--- src/rtl/sprite_bounce_gen_pkg.sv ---
// Shared VGA constants, pixel types and the per-axis bounce helper for the sprite generator.
package vga_pkg;

  localparam int H_RES = 640;
  localparam int V_RES = 480;
  localparam int X_W   = 11;
  localparam int Y_W   = 10;

  typedef logic [11:0] rgb12_t;

  typedef struct packed {
    logic de;
    logic hs;
    logic vs;
  } vid_ctl_t;

  localparam rgb12_t WHITE = 12'hFFF;
  localparam rgb12_t PALETTE [4] = '{12'hF80, 12'h0F0, 12'hF0F, 12'hFF0};

  // Returns {flip, next_pos}; a hit clamps flush to the edge rather than overshooting.
  function automatic logic [12:0] bounce_step(logic [11:0] pos, logic [11:0] size,
                                               logic [11:0] limit, logic [11:0] step,
                                               logic back);
    if (!back)
      return (pos + size + step >= limit) ? {1'b1, limit - size} : {1'b0, pos + step};
    return (pos <= step) ? 13'h1000 : {1'b0, pos - step};
  endfunction

endpackage

--- src/rtl/sprite_bounce_gen_if.sv ---
// Timing-generator side inputs and pixel/sync outputs of the sprite generator.
interface sprite_bounce_gen_if;
  import vga_pkg::*;

  logic           i_pix_stb;
  logic [X_W-1:0] i_x;
  logic [Y_W-1:0] i_y;
  logic           i_disp_en;
  logic           i_hs;
  logic           i_vs;
  logic [3:0]     o_red;
  logic [3:0]     o_green;
  logic [3:0]     o_blue;
  logic           o_disp_en;
  logic           o_hs;
  logic           o_vs;
  logic           o_frame_tick;

  modport master (
    output i_pix_stb, i_x, i_y, i_disp_en, i_hs, i_vs,
    input  o_red, o_green, o_blue, o_disp_en, o_hs, o_vs, o_frame_tick
  );

  modport slave (
    input  i_pix_stb, i_x, i_y, i_disp_en, i_hs, i_vs,
    output o_red, o_green, o_blue, o_disp_en, o_hs, o_vs, o_frame_tick
  );
endinterface

--- src/rtl/sprite_bounce_gen_motion.sv ---
// Per-frame box motion: vsync falling-edge detect, position, bounce direction and colour index.
module sprite_motion
  import vga_pkg::*;
#(
  parameter int BOX_W = 64,
  parameter int BOX_H = 48,
  parameter int STEP  = 2
) (
  input  logic           clk,
  input  logic           rst_n,
  input  logic           vs,
  output logic [X_W-1:0] box_x,
  output logic [Y_W-1:0] box_y,
  output logic [1:0]     idx,
  output logic           frame_tick
);

  localparam logic [11:0] BW  = 12'(BOX_W);
  localparam logic [11:0] BH  = 12'(BOX_H);
  localparam logic [11:0] STP = 12'(STEP);
  localparam logic [11:0] HR  = 12'(H_RES);
  localparam logic [11:0] VR  = 12'(V_RES);
  localparam logic [X_W-1:0] X_START = X_W'((H_RES - BOX_W) / 2);
  localparam logic [Y_W-1:0] Y_START = Y_W'((V_RES - BOX_H) / 2);

  logic        vs_q, left, up, tick, flip_x, flip_y;
  logic [11:0] nx, ny;

  // Only the vsync falling edge moves the box, so a frame never shows two positions.
  assign tick = vs_q & ~vs;
  assign {flip_x, nx} = bounce_step(12'(box_x), BW, HR, STP, left);
  assign {flip_y, ny} = bounce_step(12'(box_y), BH, VR, STP, up);

  always_ff @(posedge clk or negedge rst_n) begin
    if (!rst_n) begin
      vs_q       <= 1'b1;
      frame_tick <= 1'b0;
      box_x      <= X_START;
      box_y      <= Y_START;
      left       <= 1'b0;
      up         <= 1'b0;
      idx        <= '0;
    end else begin
      vs_q       <= vs;
      frame_tick <= tick;
      if (tick) begin
        box_x <= nx[X_W-1:0];
        box_y <= ny[Y_W-1:0];
        left  <= left ^ flip_x;
        up    <= up ^ flip_y;
        // A corner hit flips both axes but advances the colour only once.
        if (flip_x | flip_y) idx <= idx + 2'd1;
      end
    end
  end

endmodule

--- src/rtl/sprite_bounce_gen.sv ---
// Bouncing bordered box over a solid background; two strobe-gated stages keep RGB and syncs aligned.
module sprite_bounce_gen
  import vga_pkg::*;
#(
  parameter int     BOX_W  = 64,
  parameter int     BOX_H  = 48,
  parameter int     STEP   = 2,
  parameter int     BORDER = 2,
  parameter rgb12_t BG_RGB = 12'h028
) (
  input  logic                i_clk,
  input  logic                i_rst_n,
  sprite_bounce_gen_if.slave  bus
);

  localparam logic [11:0] BW    = 12'(BOX_W);
  localparam logic [11:0] BH    = 12'(BOX_H);
  localparam logic [11:0] BRD   = 12'(BORDER);
  localparam logic [11:0] BW_IN = 12'(BOX_W - BORDER);
  localparam logic [11:0] BH_IN = 12'(BOX_H - BORDER);
  localparam vid_ctl_t    CTL_RST = '{de: 1'b0, hs: 1'b1, vs: 1'b1};

  logic [X_W-1:0] box_x;
  logic [Y_W-1:0] box_y;
  logic [1:0]     idx;
  logic           frame_tick;

  sprite_motion #(.BOX_W(BOX_W), .BOX_H(BOX_H), .STEP(STEP)) u_motion (
    .clk        (i_clk),
    .rst_n      (i_rst_n),
    .vs         (bus.i_vs),
    .box_x      (box_x),
    .box_y      (box_y),
    .idx        (idx),
    .frame_tick (frame_tick)
  );

  logic [11:0] px, py, bx, by;
  logic        in_box, on_border;

  assign px = 12'(bus.i_x);
  assign py = 12'(bus.i_y);
  assign bx = 12'(box_x);
  assign by = 12'(box_y);

  assign in_box    = (px >= bx) && (px < bx + BW) && (py >= by) && (py < by + BH);
  assign on_border = in_box && ((px < bx + BRD) || (px >= bx + BW_IN) ||
                                (py < by + BRD) || (py >= by + BH_IN));

  vid_ctl_t s1_ctl, s2_ctl;
  logic     s1_in, s1_border;
  rgb12_t   s2_rgb, pix_rgb;

  // Colour index is sampled at S2 time; blanking is folded in here so S2 loads it directly.
  always_comb begin
    pix_rgb = BG_RGB;
    if (!s1_ctl.de)     pix_rgb = '0;
    else if (s1_border) pix_rgb = WHITE;
    else if (s1_in)     pix_rgb = PALETTE[idx];
  end

  always_ff @(posedge i_clk or negedge i_rst_n) begin
    if (!i_rst_n) begin
      s1_ctl    <= CTL_RST;
      s1_in     <= 1'b0;
      s1_border <= 1'b0;
      s2_ctl    <= CTL_RST;
      s2_rgb    <= '0;
    end else if (bus.i_pix_stb) begin
      s1_ctl    <= '{de: bus.i_disp_en, hs: bus.i_hs, vs: bus.i_vs};
      s1_in     <= in_box;
      s1_border <= on_border;
      s2_ctl    <= s1_ctl;
      s2_rgb    <= pix_rgb;
    end
  end

  assign bus.o_red        = s2_rgb[11:8];
  assign bus.o_green      = s2_rgb[7:4];
  assign bus.o_blue       = s2_rgb[3:0];
  assign bus.o_disp_en    = s2_ctl.de;
  assign bus.o_hs         = s2_ctl.hs;
  assign bus.o_vs         = s2_ctl.vs;
  assign bus.o_frame_tick = frame_tick;

endmodule
--- src/flat_wrapper.sv ---
// flat-port wrapper written by rule: the top's interface ports become plain ports
module sprite_bounce_gen_flat import vga_pkg::*;
#(
  parameter int     BOX_W  = 64,
  parameter int     BOX_H  = 48,
  parameter int     STEP   = 2,
  parameter int     BORDER = 2,
  parameter rgb12_t BG_RGB = 12'h028
)
  (i_clk, i_rst_n, bus_i_pix_stb, bus_i_x, bus_i_y, bus_i_disp_en, bus_i_hs, bus_i_vs, bus_o_red, bus_o_green, bus_o_blue, bus_o_disp_en, bus_o_hs, bus_o_vs, bus_o_frame_tick);
  sprite_bounce_gen_if bus_i ();
  input  logic i_clk;
  input  logic i_rst_n;
  input wire logic [$bits(bus_i.i_pix_stb)-1:0] bus_i_pix_stb;
  input wire logic [$bits(bus_i.i_x)-1:0] bus_i_x;
  input wire logic [$bits(bus_i.i_y)-1:0] bus_i_y;
  input wire logic [$bits(bus_i.i_disp_en)-1:0] bus_i_disp_en;
  input wire logic [$bits(bus_i.i_hs)-1:0] bus_i_hs;
  input wire logic [$bits(bus_i.i_vs)-1:0] bus_i_vs;
  output wire logic [$bits(bus_i.o_red)-1:0] bus_o_red;
  output wire logic [$bits(bus_i.o_green)-1:0] bus_o_green;
  output wire logic [$bits(bus_i.o_blue)-1:0] bus_o_blue;
  output wire logic [$bits(bus_i.o_disp_en)-1:0] bus_o_disp_en;
  output wire logic [$bits(bus_i.o_hs)-1:0] bus_o_hs;
  output wire logic [$bits(bus_i.o_vs)-1:0] bus_o_vs;
  output wire logic [$bits(bus_i.o_frame_tick)-1:0] bus_o_frame_tick;
  assign bus_i.i_pix_stb = bus_i_pix_stb;
  assign bus_i.i_x = bus_i_x;
  assign bus_i.i_y = bus_i_y;
  assign bus_i.i_disp_en = bus_i_disp_en;
  assign bus_i.i_hs = bus_i_hs;
  assign bus_i.i_vs = bus_i_vs;
  assign bus_o_red = bus_i.o_red;
  assign bus_o_green = bus_i.o_green;
  assign bus_o_blue = bus_i.o_blue;
  assign bus_o_disp_en = bus_i.o_disp_en;
  assign bus_o_hs = bus_i.o_hs;
  assign bus_o_vs = bus_i.o_vs;
  assign bus_o_frame_tick = bus_i.o_frame_tick;
  sprite_bounce_gen #(.BOX_W(BOX_W), .BOX_H(BOX_H), .STEP(STEP), .BORDER(BORDER), .BG_RGB(BG_RGB)) u_core (.i_clk(i_clk), .i_rst_n(i_rst_n), .bus(bus_i));
endmodule
--- config.mk ---
export PLATFORM = sky130hd
export DESIGN_NAME = sprite_bounce_gen_flat
export DESIGN_NICKNAME = d
export VERILOG_FILES = /design/src/rtl/sprite_bounce_gen_pkg.sv /design/src/rtl/sprite_bounce_gen_if.sv /design/src/rtl/sprite_bounce_gen_motion.sv /design/src/rtl/sprite_bounce_gen.sv /design/src/flat_wrapper.sv
export SDC_FILE = /design/constraint.sdc
export NUM_CORES = 1
export LEC_CHECK = 0
export ABC_AREA = 1
export BUFFER_PORTS_ARGS = -buffer_cell sky130_fd_sc_hd__buf_2
export CAP_MARGIN = 20
export CORE_MARGIN = 2
export CORE_UTILIZATION = 60
export DETAILED_ROUTE_END_ITERATION = 10
export PLACE_DENSITY = 0.84
export SYNTH_ARGS = -nofsm -noshare
export SYNTH_HDL_FRONTEND = slang
export SYNTH_SLANG_ARGS = --single-unit
--- constraint.sdc ---
create_clock -name i_clk -period 3.08 [get_ports i_clk]
set_input_delay 0.616 -clock i_clk [delete_from_list [all_inputs] [get_ports i_clk]]
set_output_delay 0.616 -clock i_clk [all_outputs]
set_load 0.005 [all_outputs]
==> results.toml, run 1 <==
[timing]
hold_viol_final = 0
max_freq_mhz = 358
fin_crit_sh_pct = 90.7
fin_crit_ns = 2.79
slew_headroom_pct = 45.0
worstMarginPinSlew_ns = 0.825
slew_viol_final = 0
setup_viol = 0
finClkSkew_ns = 0.00351
final.setup.tns_ns = 0
rsz0062_at_grt = "no"
setup_slack_ns = 0.287

[synthesis]
yosysWarnings = 0
synth_nets = 767
ys_types = 42
ys_ff_latch = 39
syn_area_um2 = 4630
syn_inst = 659
synth_seq_area_share_pct = 21.4
avgSynthCellArea_um2 = 7.03

[pwr]
switching_share_pct = 53.5
seqPwrFrac_pct = 22.1
power_leakage_nw = 2.61
power.share.clock_pct = 9.3
ir_worst_vdd_mv = 0.522
powerDensity_nw_per_um2 = 916
power_mw = 4.55
p_switching_mw = 2.43
pwr-share-comb_pct = 68.7
p_int_mw = 2.11

[placement]
place_ws_ns = 0.379
port_buffers = 40
dpl.hpwl_mm = 9.47
gp_congestion = 0.993
dp.cells = 785

[cts]
cts_setup_buffers = 0
h-tree-depth = 2
clock_sinks = 39
ctsRootBufferMaster = "clkbuf_8"
clk_pin_slew_worst_paths_ns = 0.08
worstSkewPairLatency_ns = 0.29
cts_tree = "yes"
cts-resized-gates = 0
hold_buffers = 0
cts_max_path_buffers = 2
cts_made_buffers = 5

[critical_path]
crit_type = "reg -> reg"
cp-start-kind = "register"
crit_path_max_fanout = 5
cp.required_ns = 3.27
critical_path_arrival_ns = 2.98
critPathCaptureType = "register"

[run]
cap_violations = 0

[final_layout]
final_cells = 793
fin_util_pct = 65.2
regArea_um2 = 990
syn2layout_area_growth_pct = 7.13
final_nets = 798
multi_input_area_um2 = 3220
antenna_cells = 0
drive_gt1_share_pct = 14.2
fill_cells = 692

[floorplanning]
ioPinCount = 43
die_h_um = 91.9
start_util_pct = 60.9
die_w_um = 91.9
core_um2 = 7610
fp-row-count = 32
dieArea_um2 = 8440

[global_routing]
overflow = 0
grt_pass1_wl_mm = 19.5
grt_start_max_net_pins = 40
antenna_found_initial = 0
groute.usage.overall_pct = 28.4
grt_pass1_vias = 4285

[drt]
first_iter_violations = 276
drcViolationCount = 0
vias = 4474
wl_per_cell_um = 14.6
drtPass1Iterations = 6
wl_mm = 11.6
ant_nets = 0
via_per_inst = 5.64

[hold_path]
hold_path_class = "in -> async"

[status]
outcome = "finished, final reports clean"
-- layer usage --
layer	track usage (%)	wire length, µm	vias to the layer above
li1	-	-	2239
met2	50.7	5570	151
met1	33.1	4800	2042
met5	0	0	-
met3	4.68	639	42
met4	13.4	558	0
-- power by group through the flow --
stage	Combinational (mW)	Clock, mW	Sequential, mW
final	3.12	0.422	1.00
after global routing	3.56	0.450	1.04
after CTS	3.09	0.431	0.997
after detailed placement	3.07	0	1.00
after floorplan	2.48	0	0.845
after global placement	2.92	0	0.998
-- registers in the layout, summed over array words and instances, names as in the netlist, 2 cells and up --
signal and cells:
u_core.u_motion.box_y 9, u_core.u_motion.box_x 10, u_core.s1_ctl 3, u_core.s2_rgb 6, u_core.u_motion.idx 2
-- stage by stage --
stage               instance area (µm²)  hold slack, ns
floorplan                          4630           0.320
global placement                   4850           0.453
detailed placement                 4850           0.462
CTS                                4960           0.443
global route                       4960           0.441
finish                             4960           0.421
-- cells in the mapped netlist, drive strengths merged --
master	number	share of area, %
a21o	2	0.32
nand2	161	14
xnor2	1	0.19
nor2	81	6.8
o31ai	2	0.32
nor3b	2	0.32
o22ai	1	0.14
o21ai	49	5.4
nand3b	2	0.32
nand3	32	3.8
o22a	2	0.38
clkbuf	5	0.62
o21a	3	0.49
nor3	5	0.54
xor2	29	5.6
dfstp	11	6.2
a31oi	3	0.41
o211ai	4	0.65
a22oi	3	0.49
nand4	11	1.5
a21oi	50	5.6
clkinv	3	0.24
buf	15	2.5
inv	71	5.8
ha	81	22
o2111ai	1	0.19
dfrtp	28	15
and2	1	0.14
-- critical path, stage by stage (launching register included) --
cell     delay (ns)
dfrtp_1        0.46
inv_1          0.15
ha_1           0.27
nand2_1        0.10
nand2_1        0.08
nand2_1        0.10
nand2_1        0.09
xor2_1         0.17
ha_1           0.33
a21oi_1        0.19
o21ai_0        0.11
nor2_1         0.20
o21ai_0        0.10
o21ai_0        0.10
nand4_1        0.11
nand2_1        0.08
nand2_1        0.04
-- path summary, 6_finish.rpt --
check                                          from                  endpoint  slack, ns  cells past startpoint
setup / recovery           u_core.u_motion.box_y[1]          u_core.s1_border       0.29                     16
hold / removal                              i_rst_n          u_core.s2_rgb[3]       0.42                      1
setup reg to reg           u_core.u_motion.box_y[1]          u_core.s1_border       0.29                     16
hold reg to reg                u_core.bus.o_disp_en      u_core.bus.o_disp_en       0.47                      2
max in group asynchronous                   i_rst_n  u_core.u_motion.box_y[1]       2.14                      1
min in group i_clk                         bus_i_vs      u_core.u_motion.vs_q       0.45                      1
-- cell families (layout without fill, tap and decap cells) --
group                      after synthesis  count (layout)  synth area share, %
AOI/OAI and AO/OA                      120             120                 14.3
DFF                                     39              39                 21.4
buffers and inverters                   94             126                 9.13
adders and majority gates               81              81                 21.9
xor gates and xnor gates                30              30                 5.84
and+or+nand+nor                        295             295                 27.5
-- layout by cell type (no fill, tap or decap), types with 5 or more instances in the layout --
cell type and count:
nor2_1 78, inv_2 7, nand4_1 11, dfstp_2 11, dfrtp_1 28, o21ai_0 44
nand2_2 16, clkbuf_8 5, nand2_1 144, a21oi_1 48, xor2_1 28, nand3_1 29
inv_1 63, nor3_1 5, buf_2 40, ha_1 81
-- final cells by class --
| type | count | area share, % |
|---|---|---|
| clock buffers | 5 | 1.39 |
| clock inverters | 3 | 0.883 |
| inverters | 74 | 5.65 |
| multi-input cells | 526 | 64.9 |
| flip-flops and latches | 39 | 19.9 |
| well taps | 102 | 2.57 |
| repair buffers | 44 | 4.64 |
(Power assumes the default switching activity.)
==> run 2, diff against run 1 <==
- CAP_MARGIN: 20 -> not set
- REMOVE_ABC_BUFFERS: not set -> 1
==> run 2 against run 1 <==
Net effect: worst hold slack gained 0.0037 ns; first-iteration DRC count decreased by 8.7%; sequential share of layout area down 0.060 points; non-clock buffer count up 2; combinational power about the same; die area is the same; sequential cell count stayed put; utilization rose by 0.20 points; sequential power about the same; final area rose by 0.30%; largest cell class unchanged.
==> results.toml, run 2 (synthesis gave the netlist of run 1 again) <==
[placement]
dpl.hpwl_mm = 9.46
gp_congestion = 0.967
place_area_um2 = 4860
port_buffers = 40
place_ws_ns = 0.359
dp.cells = 787

[critical_path]
critPathCaptureType = "register"
critical_path_arrival_ns = 2.98
cp.required_ns = 3.27
r2r-end = "u_core.s1_border"
rr_worst_depth = 16
crit_start = "u_core.u_motion.box_x[2]"
reg2reg_from = "u_core.u_motion.box_x[2]"
crit_type = "reg -> reg"
cp-start-kind = "register"
r2r_slack_ns = 0.28
crit_path_max_fanout = 5

[floorplanning]
start_util_pct = 60.9
die_w_um = 91.9
die_h_um = 91.9
ioPinCount = 43
fp-row-count = 32
core_um2 = 7610
dieArea_um2 = 8440

[drt]
drcViolationCount = 0
wl_per_cell_um = 14.5
ant_nets = 0
drtPass1Iterations = 7
vias = 4434
wl_mm = 11.5
via_per_inst = 5.58
first_iter_violations = 252

[cts]
clock_sinks = 39
ctsRootBufferMaster = "clkbuf_8"
worstSkewPairLatency_ns = 0.29
cts_tree = "yes"
clk_pin_slew_worst_paths_ns = 0.08
h-tree-depth = 2
cts_made_buffers = 5
hold_buffers = 0
cts_max_path_buffers = 2
cts_setup_buffers = 0
cts-resized-gates = 0

[pwr]
ir_worst_vdd_mv = 0.456
p_int_mw = 2.12
pwr-share-comb_pct = 68.5
seqPwrFrac_pct = 22.1
power.share.clock_pct = 9.4
power_leakage_nw = 2.62
powerDensity_nw_per_um2 = 913
power_mw = 4.54
switching_share_pct = 53.4
p_switching_mw = 2.42

[final_layout]
final_cells = 795
antenna_cells = 0
drive_gt1_share_pct = 14.4
final_nets = 800
fill_cells = 706
mostFrequentLayoutCell = "nand2_1"
syn2layout_area_growth_pct = 7.46
postLayoutCellArea_um2 = 4980
multi_input_area_um2 = 3220
layout_common_cells = "nand2_1, ha_1, nor2_1"
fin_util_pct = 65.4
regArea_um2 = 990
largest_reg_flops = 10
top_regs = "u_core.u_motion.box_x (10), u_core.u_motion.box_y (9), u_core.s2_rgb (6)"
regMostFlops = "u_core.u_motion.box_x"

[timing]
slew_headroom_pct = 44.1
finClkSkew_ns = 0.00271
setup_viol = 0
fin_crit_ns = 2.80
rsz0062_at_grt = "no"
max_freq_mhz = 358
setup_slack_ns = 0.285
slew_viol_final = 0
timing.hold.ws_ns = 0.424
hold_viol_final = 0
final.setup.tns_ns = 0
fin_crit_sh_pct = 90.8
worstMarginPinSlew_ns = 0.839

[global_routing]
grt_start_max_net_pins = 40
grt_pass1_vias = 4257
groute.usage.overall_pct = 28.8
overflow = 0
grt_pass1_wl_mm = 19.8
antenna_found_initial = 0

[hold_path]
hold_path_class = "in -> async"

[status]
outcome = "finished, final reports clean"

[run]
cap_violations = 0
[run 2: area by class of cell]
type | instances | area share [%]
multi-input combinational | 526 | 64.7
sequential | 39 | 19.9
inverter | 74 | 5.63
timing repair buffer | 46 | 4.93
tap | 102 | 2.56
clock buffer | 5 | 1.38
clock inverter | 3 | 0.880
[run 2: how the worst max path moves through the flow]
stage                    endpoint  slack, ns  cells after the start
2_1_floorplan  u_core.u_motion.up       0.61                      4
3_3_place_gp     u_core.s1_border       0.44                     16
3_5_place_dp     u_core.s1_border       0.36                     16
4_1_cts          u_core.s1_border       0.33                     16
5_1_grt          u_core.s1_border       0.03                     16
6_report         u_core.s1_border       0.28                     16
[run 2: power groups by stage]
stage                     Combinational (mW)  Sequential (mW)  Clock, mW
after global placement                  2.95            0.993          0
final                                   3.11             1.00      0.427
after floorplan                         2.26            0.954          0
after CTS                               3.10            0.995      0.431
after global routing                    3.58             1.03      0.452
after detailed placement                3.08             1.00          0
[run 2: per-layer routing]
metal | up-vias | track usage [%] | share of wire, %
li1 | 2235 | - | -
met1 | 2046 | 36.6 | 44
met2 | 128 | 50.6 | 49
met3 | 25 | 2.79 | 3.7
met4 | 0 | 10.8 | 2.9
met5 | - | 0 | 0
[run 2: worst max-delay path, stage by stage (launching register included)]
cell and delay, ns:
dfrtp_1 0.42, inv_1 0.15, ha_1 0.21, nand2_1 0.06, nor2_1 0.13, nand2_1 0.18, nand2_1 0.12, xor2_1 0.17
ha_1 0.27, a21oi_1 0.15, o21ai_0 0.10, nand4_1 0.08, o211ai_1 0.13, nor2_1 0.28, nand4_1 0.12, nand2_1 0.09
nand2_1 0.04
